==> src/rtl/jtcop_prot_pkg.sv <==
// Shared constants for the protection-MCU PROM loader: stream and PROM
// address widths, PROM length, counter widths and the FSM state encoding.
package jtcop_prot_pkg;

  localparam int IOCTL_AW = 22;   // download stream byte address width
  localparam int PROM_AW  = 9;    // PROM word address width
  localparam int PROM_LEN = 512;  // PROM length in bytes
  localparam int HW_W     = 10;   // high-water count, must hold PROM_LEN itself
  localparam int HOLD_W   = 16;   // holdoff counter width

  // FSM state encoding, kept as plain constants so older tools and
  // waveform viewers show the same codes.
  typedef logic [1:0] state_t;
  localparam state_t ST_IDLE = 2'd0;
  localparam state_t ST_LOAD = 2'd1;
  localparam state_t ST_FILL = 2'd2;
  localparam state_t ST_DONE = 2'd3;

endpackage

==> src/rtl/jtcop_prot_holdoff.sv <==
// Holdoff counter: loaded with a cycle count, counts down while enabled and
// flags done once it reaches zero. Clear drops both the count and the
// armed flag so done cannot be seen before the next load.
module jtcop_prot_holdoff
  import jtcop_prot_pkg::*;
(
  input  logic              clk,
  input  logic              rst_n,
  input  logic              clear,
  input  logic              load,
  input  logic [HOLD_W-1:0] load_val,
  input  logic              en,
  output logic              done
);

  logic [HOLD_W-1:0] cnt;
  logic              armed;

  // Count register: clear wins over load, load wins over counting.
  always_ff @(posedge clk or negedge rst_n) begin
    if (!rst_n) begin
      cnt   <= '0;
      armed <= 1'b0;
    end else if (clear) begin
      cnt   <= '0;
      armed <= 1'b0;
    end else if (load) begin
      cnt   <= load_val;
      armed <= 1'b1;
    end else if (en && (cnt != '0)) begin
      cnt   <= cnt - HOLD_W'(1);
    end
  end

  assign done = armed && (cnt == '0);

endmodule

==> src/rtl/jtcop_prot_loader.sv <==
// Protection-MCU PROM loader. Picks the 512-byte PROM image out of the ROM
// download stream, pads any unwritten tail with FF, then keeps the MCU in
// reset for a holdoff period before releasing it.
//
// Write strobe contract: prog_en is a one-cycle pulse; prog_addr and
// prog_data are valid in exactly the cycle prog_en is high. There is no
// back-pressure: the PROM must accept one write per cycle.
//
// Optional feature: define JTCOP_PROT_CKSUM_EN to add the cksum output
// (modulo-256 sum of all bytes written during the current load).
module jtcop_prot_loader
  import jtcop_prot_pkg::*;
#(
  parameter logic [IOCTL_AW-1:0] PROM_START = 22'h0,
  parameter int                  HOLDOFF    = 16
) (
  input  logic                clk,
  input  logic                rst_n,
  input  logic                downloading,
  input  logic [IOCTL_AW-1:0] ioctl_addr,
  input  logic [7:0]          ioctl_dout,
  input  logic                ioctl_wr,
  output logic [PROM_AW-1:0]  prog_addr,
  output logic [7:0]          prog_data,
  output logic                prog_en,
  output logic                prot_rst,
  output logic                ready
`ifdef JTCOP_PROT_CKSUM_EN
  ,
  output logic [7:0]          cksum
`endif
);

  logic [1:0]          rst_sync;
  logic                run;
  logic                dl_last;
  logic                dl_rise;
  logic                dl_fall;
  state_t              state;
  logic [HW_W-1:0]     hw;
  logic [HW_W-1:0]     hw_next;
  logic [HW_W-1:0]     off_p1;
  logic [IOCTL_AW-1:0] off;
  logic                in_win;
  logic                wr_hit;
  logic                hw_full;
  logic                fill_last;
  logic                issue_load;
  logic                issue_fill;
  logic [7:0]          issue_data;
  logic                hold_load;
  logic                hold_done;

  // Reset release synchroniser; the FSM only moves once run is high.
  always_ff @(posedge clk or negedge rst_n) begin
    if (!rst_n) rst_sync <= 2'b00;
    else        rst_sync <= {rst_sync[0], 1'b1};
  end

  assign run = rst_sync[1];

  // Downloading edge detector. It starts at 1 so that a download already
  // in progress when reset is released is not joined half-way through.
  always_ff @(posedge clk or negedge rst_n) begin
    if (!rst_n)   dl_last <= 1'b1;
    else if (run) dl_last <= downloading;
  end

  assign dl_rise = run &&  downloading && !dl_last;
  assign dl_fall = run && !downloading &&  dl_last;

  // Window decode and high-water bookkeeping. hw_next already includes a
  // strobe that lands in the same cycle downloading falls, so the
  // FILL/DONE decision sees that last byte.
  always_comb begin
    off        = ioctl_addr - PROM_START;
    in_win     = (ioctl_addr >= PROM_START) && (off < IOCTL_AW'(PROM_LEN));
    wr_hit     = (state == ST_LOAD) && ioctl_wr && in_win;
    off_p1     = {1'b0, off[PROM_AW-1:0]} + HW_W'(1);
    hw_next    = (wr_hit && (off_p1 > hw)) ? off_p1 : hw;
    hw_full    = (hw_next == HW_W'(PROM_LEN));
    fill_last  = (hw == HW_W'(PROM_LEN - 1));
    issue_load = !dl_rise && wr_hit;
    issue_fill = !dl_rise && (state == ST_FILL);
    issue_data = issue_fill ? 8'hFF : ioctl_dout;
    hold_load  = !dl_rise &&
                 (((state == ST_LOAD) && dl_fall && hw_full) ||
                  (issue_fill && fill_last));
  end

  // Main FSM plus the registered PROM write port. A new download edge
  // overrides everything, including a fill in progress.
  always_ff @(posedge clk or negedge rst_n) begin
    if (!rst_n) begin
      state     <= ST_IDLE;
      hw        <= '0;
      prog_en   <= 1'b0;
      prog_addr <= '0;
      prog_data <= '0;
    end else begin
      prog_en <= 1'b0;
      if (dl_rise) begin
        state <= ST_LOAD;
        hw    <= '0;
      end else begin
        case (state)
          ST_LOAD: begin
            if (issue_load) begin
              prog_en   <= 1'b1;
              prog_addr <= off[PROM_AW-1:0];
              prog_data <= issue_data;
            end
            hw <= hw_next;
            if (dl_fall) state <= hw_full ? ST_DONE : ST_FILL;
          end
          ST_FILL: begin
            prog_en   <= 1'b1;
            prog_addr <= hw[PROM_AW-1:0];
            prog_data <= issue_data;
            hw        <= hw + HW_W'(1);
            if (fill_last) state <= ST_DONE;
          end
          default: ;
        endcase
      end
    end
  end

  jtcop_prot_holdoff u_holdoff (
    .clk      (clk),
    .rst_n    (rst_n),
    .clear    (dl_rise),
    .load     (hold_load),
    .load_val (HOLD_W'(HOLDOFF)),
    .en       (state == ST_DONE),
    .done     (hold_done)
  );

  assign ready    = (state == ST_DONE) && hold_done;
  assign prot_rst = !ready;

`ifdef JTCOP_PROT_CKSUM_EN
  // Running sum of every byte issued on the PROM port; no writes are
  // issued in DONE, so the value holds there.
  always_ff @(posedge clk or negedge rst_n) begin
    if (!rst_n)                        cksum <= 8'h00;
    else if (dl_rise)                  cksum <= 8'h00;
    else if (issue_load || issue_fill) cksum <= cksum + issue_data;
  end
`endif

endmodule

==> config.mk <==
export PLATFORM = sky130hd
export DESIGN_NAME = jtcop_prot_loader
export DESIGN_NICKNAME = d
export VERILOG_FILES = /design/src/rtl/jtcop_prot_pkg.sv /design/src/rtl/jtcop_prot_holdoff.sv /design/src/rtl/jtcop_prot_loader.sv
export SDC_FILE = /design/constraint.sdc
export NUM_CORES = 1
export LEC_CHECK = 0
export ABC_CLOCK_PERIOD_IN_PS = 2450
export BUFFER_PORTS_ARGS = -buffer_cell sky130_fd_sc_hd__buf_2
export CAP_MARGIN = 20
export CORE_ASPECT_RATIO = 1.2
export CORE_MARGIN = 3
export CORE_UTILIZATION = 53
export CTS_BUF_LIST = sky130_fd_sc_hd__clkbuf_4
export DETAILED_ROUTE_END_ITERATION = 16
export PLACE_DENSITY = 0.79
export SYNTH_ARGS = -nofsm -noshare
export SYNTH_HDL_FRONTEND = slang
export SYNTH_SLANG_ARGS = --single-unit
==> constraint.sdc <==
create_clock -name clk -period 2.45 [get_ports clk]
set_clock_uncertainty 0.2 [all_clocks]
set_input_delay 0.3675 -clock clk [delete_from_list [all_inputs] [get_ports clk]]
set_output_delay 0.3675 -clock clk [all_outputs]
set_load 0.05 [all_outputs]
==> results by group <==
Pwr
  – Pwr/cell area: ~990 nW/um^2
  – Comb pwr share: 60.3%
  – Switching part of the total power: between 40% and 50%
  – Static Leak: 0.00202 uW
  – Clock power frac: 10.9%
  – Switching power: roughly 2200 uW
  – Maximum VDD drop: 0.757 mV
  – P_int: 2370 uW
  – Share of power burned in registers: 28.8%

Clocking
  – CTS tree: built
  – CTS clk-pin slew, worst paths: 0.15 ns
  – Clock sink count: 50
  – CTS buffer count: 5
  – # H-tree levels: 2
  – Skew-Pair Late Insertion Delay: between 0.3 and 0.4 ns
  – Worst-case clock buffer depth: 2
  – Root Buffer: clkbuf_4

Synth
  – Simple-Gate Fraction of Synth Area: 25.9%
  – Largest family of logic cells by synthesized area: simple AND/OR/NAND/NOR gates
  – Synth Instances: 354
  – Xor and xnor fraction of the mapped netlist area: 5.79%
  – Post-Syn Nets: 404
  – Post-Synthesis Cell Area: 3180 um^2
  – Post-synth EDFFs: 0
  – Register area share after synthesis: between 30% and 40%
  – Post-synth ARST share: 100%
  – Compound-Gate Fraction of Synth Area: 14.3%
  – Average size of a mapped cell: around 9 um^2
  – Unique masters post-synth: 52
  – Post-Synth Adder-Cell Area: around 6.3%
  – #FFs+latches synth: 50
  – Mux cell area share after synthesis: between 3 and 4%
  – Yosys warns: 0
  – Synth Flop Type: dfrtp_1

Global routing
  – GRT Util Overall: a little over a quarter
  – Antenna violations before repair: 1
  – Grt ovf: 0
  – First-pass GRT wire length: 15.3 mm
  – Number of global-route vias before repair: 3179
  – Largest net degree at the start of global routing: 35

Floorplanning
  – Die W: between 70 and 80 um
  – Io pins: 54
  – Core Box Area: 5740 um^2
  – Core Rows: 30
  – Die Ht: 90.8 um
  – Initial core utilization: 55.3%
  – Die area: 6960 um^2

Critical path
  – Critical path class: primary input to register
  – Worst reg2reg path depth: 9
  – Worst EP arrival: 3.16 ns
  – Critical Path End Type: register
  – Worst Setup Start Kind: primary input
  – Critical path peak fanout: 7
  – Critical Path RT: about 2.6 ns

STA
  – WHS: 0.0227 ns
  – Final Max Tran Viols: 0
  – RSZ-0062 raised after global routing: yes
  – Final WS setup: -0.598 ns
  – Final hold violations: 0
  – Final Cycle Share: 124%
  – Setup violations, final: 30
  – Max Clock Freq: 328 MHz
  – Fin crit period: 3.05 ns
  – Worst Tran Pin Value: approximately 0.66 ns
  – Setup_tns: -14.21 ns
  – Worst slew margin: 55.9%

Layout
  – Multi-input gate area: 2140 um^2
  – Share of layout cells above drive strength 1: 42.5%
  – Number of fill cells: 335
  – Final cell count without fillers: 560
  – Number of nets in the layout: 529
  – Layout overhead on the synthesized area: 46.6%
  – Most frequent cells in the layout: 63 x buf_4, 49 x dfrtp_1, 46 x buf_2
  – Commonest non-fill, non-tap cell in the layout: buf_4
  – Storage element area: 1250 um^2
  – Final Util: 81.0%
  – Final instance area: around 4700 um^2
  – Ant. Diodes: 0

Detailed routing
  – 1st-pass router iterations: 6
  – DR vias: between 3000 and 4000
  – Vias per cell: between 6 and 7
  – Routed length per placed instance: 19.4 um
  – Final WL: 10.9 mm
  – DRC errors left: 0
  – Number of nets with antenna violations after routing: 0
  – DR iter-0 viols: 505

Placed design
  – GPL Wtd Cong: 0.944
  – Dpl cells: 530
  – Area post-placement: 3940 um^2
  – DP HPWL: 6.37 mm
  – IO Port Bufs: 53

Status
  – Failing checks: setup timing
  – Status: finished with violations

Hold path
  – Hold path cells: 3
  – Hold Crit Class: primary input to register

Flow run
  – Max Cap Violations: 0
## critical path, cell delays in order
cell and delay (ns):
buf_8 0.08, ha_4 0.13, inv_2 0.03, or3_4 0.40, xnor2_4 0.15, ha_4 0.28
nand4_1 0.18, a211oi_2 0.28, a2111o_1 0.19, buf_6 0.12, a211oi_4 0.05, or4_4 0.62
buf_12 0.19, nor2_4 0.08
## flip-flops by register name, summed over array words and instances (netlist names)
register         flops
dl_last              1
hw                  10
prog_addr            9
prog_data            8
prog_en              1
rst_sync             2
state                2
u_holdoff.armed      1
u_holdoff.cnt       16
## synthesized netlist by cell type, drive strengths merged, types with 4 or more instances
cell	instances	area, um^2
a211oi	6	45.0
a21oi	14	70.1
a31oi	8	65.1
and3	4	25.0
buf	4	38.8
clkbuf	9	33.8
dfrtp	49	1230
ha	16	200
inv	20	75.1
mux2i	10	100
nand2	37	139
nand2b	4	25.0
nand3	19	95.1
nand4	6	43.8
nor2	40	225
nor3	15	75.1
nor4	9	68.8
o21ai	31	155
or3	5	31.3
xnor2	8	70.1
xor2	13	114
## stage by stage
step	setup slack (ns)	total power, uW
after global routing	-0.646	4860
after detailed placement	-1.01	3590
after CTS	-0.503	4340
final	-0.598	4600
after floorplan	-0.900	2910
after global placement	-0.865	3500
## timing repair
| action | 4_1_cts | 5_1_grt |
|---|---|---|
| cloned | 1 | 0 |
| buffers inserted | 10 | 13 |
| pin swaps | 40 | 13 |
| resized for setup | 56 | 33 |
| hold buffers | 1 | 0 |
| hold endpoints to repair | 27 | 0 |
| setup endpoints to repair | 30 | 30 |
## cell type report
cell class                      instances  share of cell area [%]
Multi-Input combinational cell        271                    46.0
Timing Repair Buffer                  131                    21.6
Clock inverter                          3                   0.941
Sequential cell                        50                    26.9
Tap cell                               80                    2.15
Clock buffer                            5                   0.806
Inverter                               20                    1.67
## power by group through the flow
stage	Sequential [uW]	Clock, uW	Combinational [uW]
final	1330	502	2770
after global routing	1360	542	2960
after CTS	1310	496	2540
after detailed placement	1320	0	2280
after global placement	1300	0	2210
after floorplan	1790	0	1120
## per-layer routing
metal / track usage, % / vias up / part of all wire (%)
li1: - / 1512 / -
met1: 34.6 / 1626 / 37
met4: 10.3 / 2 / 5.1
met3: 4.29 / 65 / 8.0
met5: 0 / - / 0.17
met2: 46.0 / 234 / 49
## cells by family (layout without fill, tap and decap cells)
logic type      after synthesis  in the layout
compound gates               72             72
xor+xnor                     21             21
fa+ha+maj                    16             16
buf+inv                      33            159
flops                        50             50
mux                          11             11
other cells                   1              1
simple gates                150            150
## path summary, 6_finish.rpt
path,from,slack (ns),end
min reg2reg,rst_sync[0],0.18,rst_sync[1]
max,ioctl_addr[0],-0.60,u_holdoff.cnt[0]
max reg2reg,hw[5],-0.42,u_holdoff.cnt[0]
max in group asynchronous,rst_n,1.09,u_holdoff.cnt[4]
min in group asynchronous,rst_n,0.32,hw[4]
min,downloading,0.02,dl_last
(Power assumes the default switching activity.)
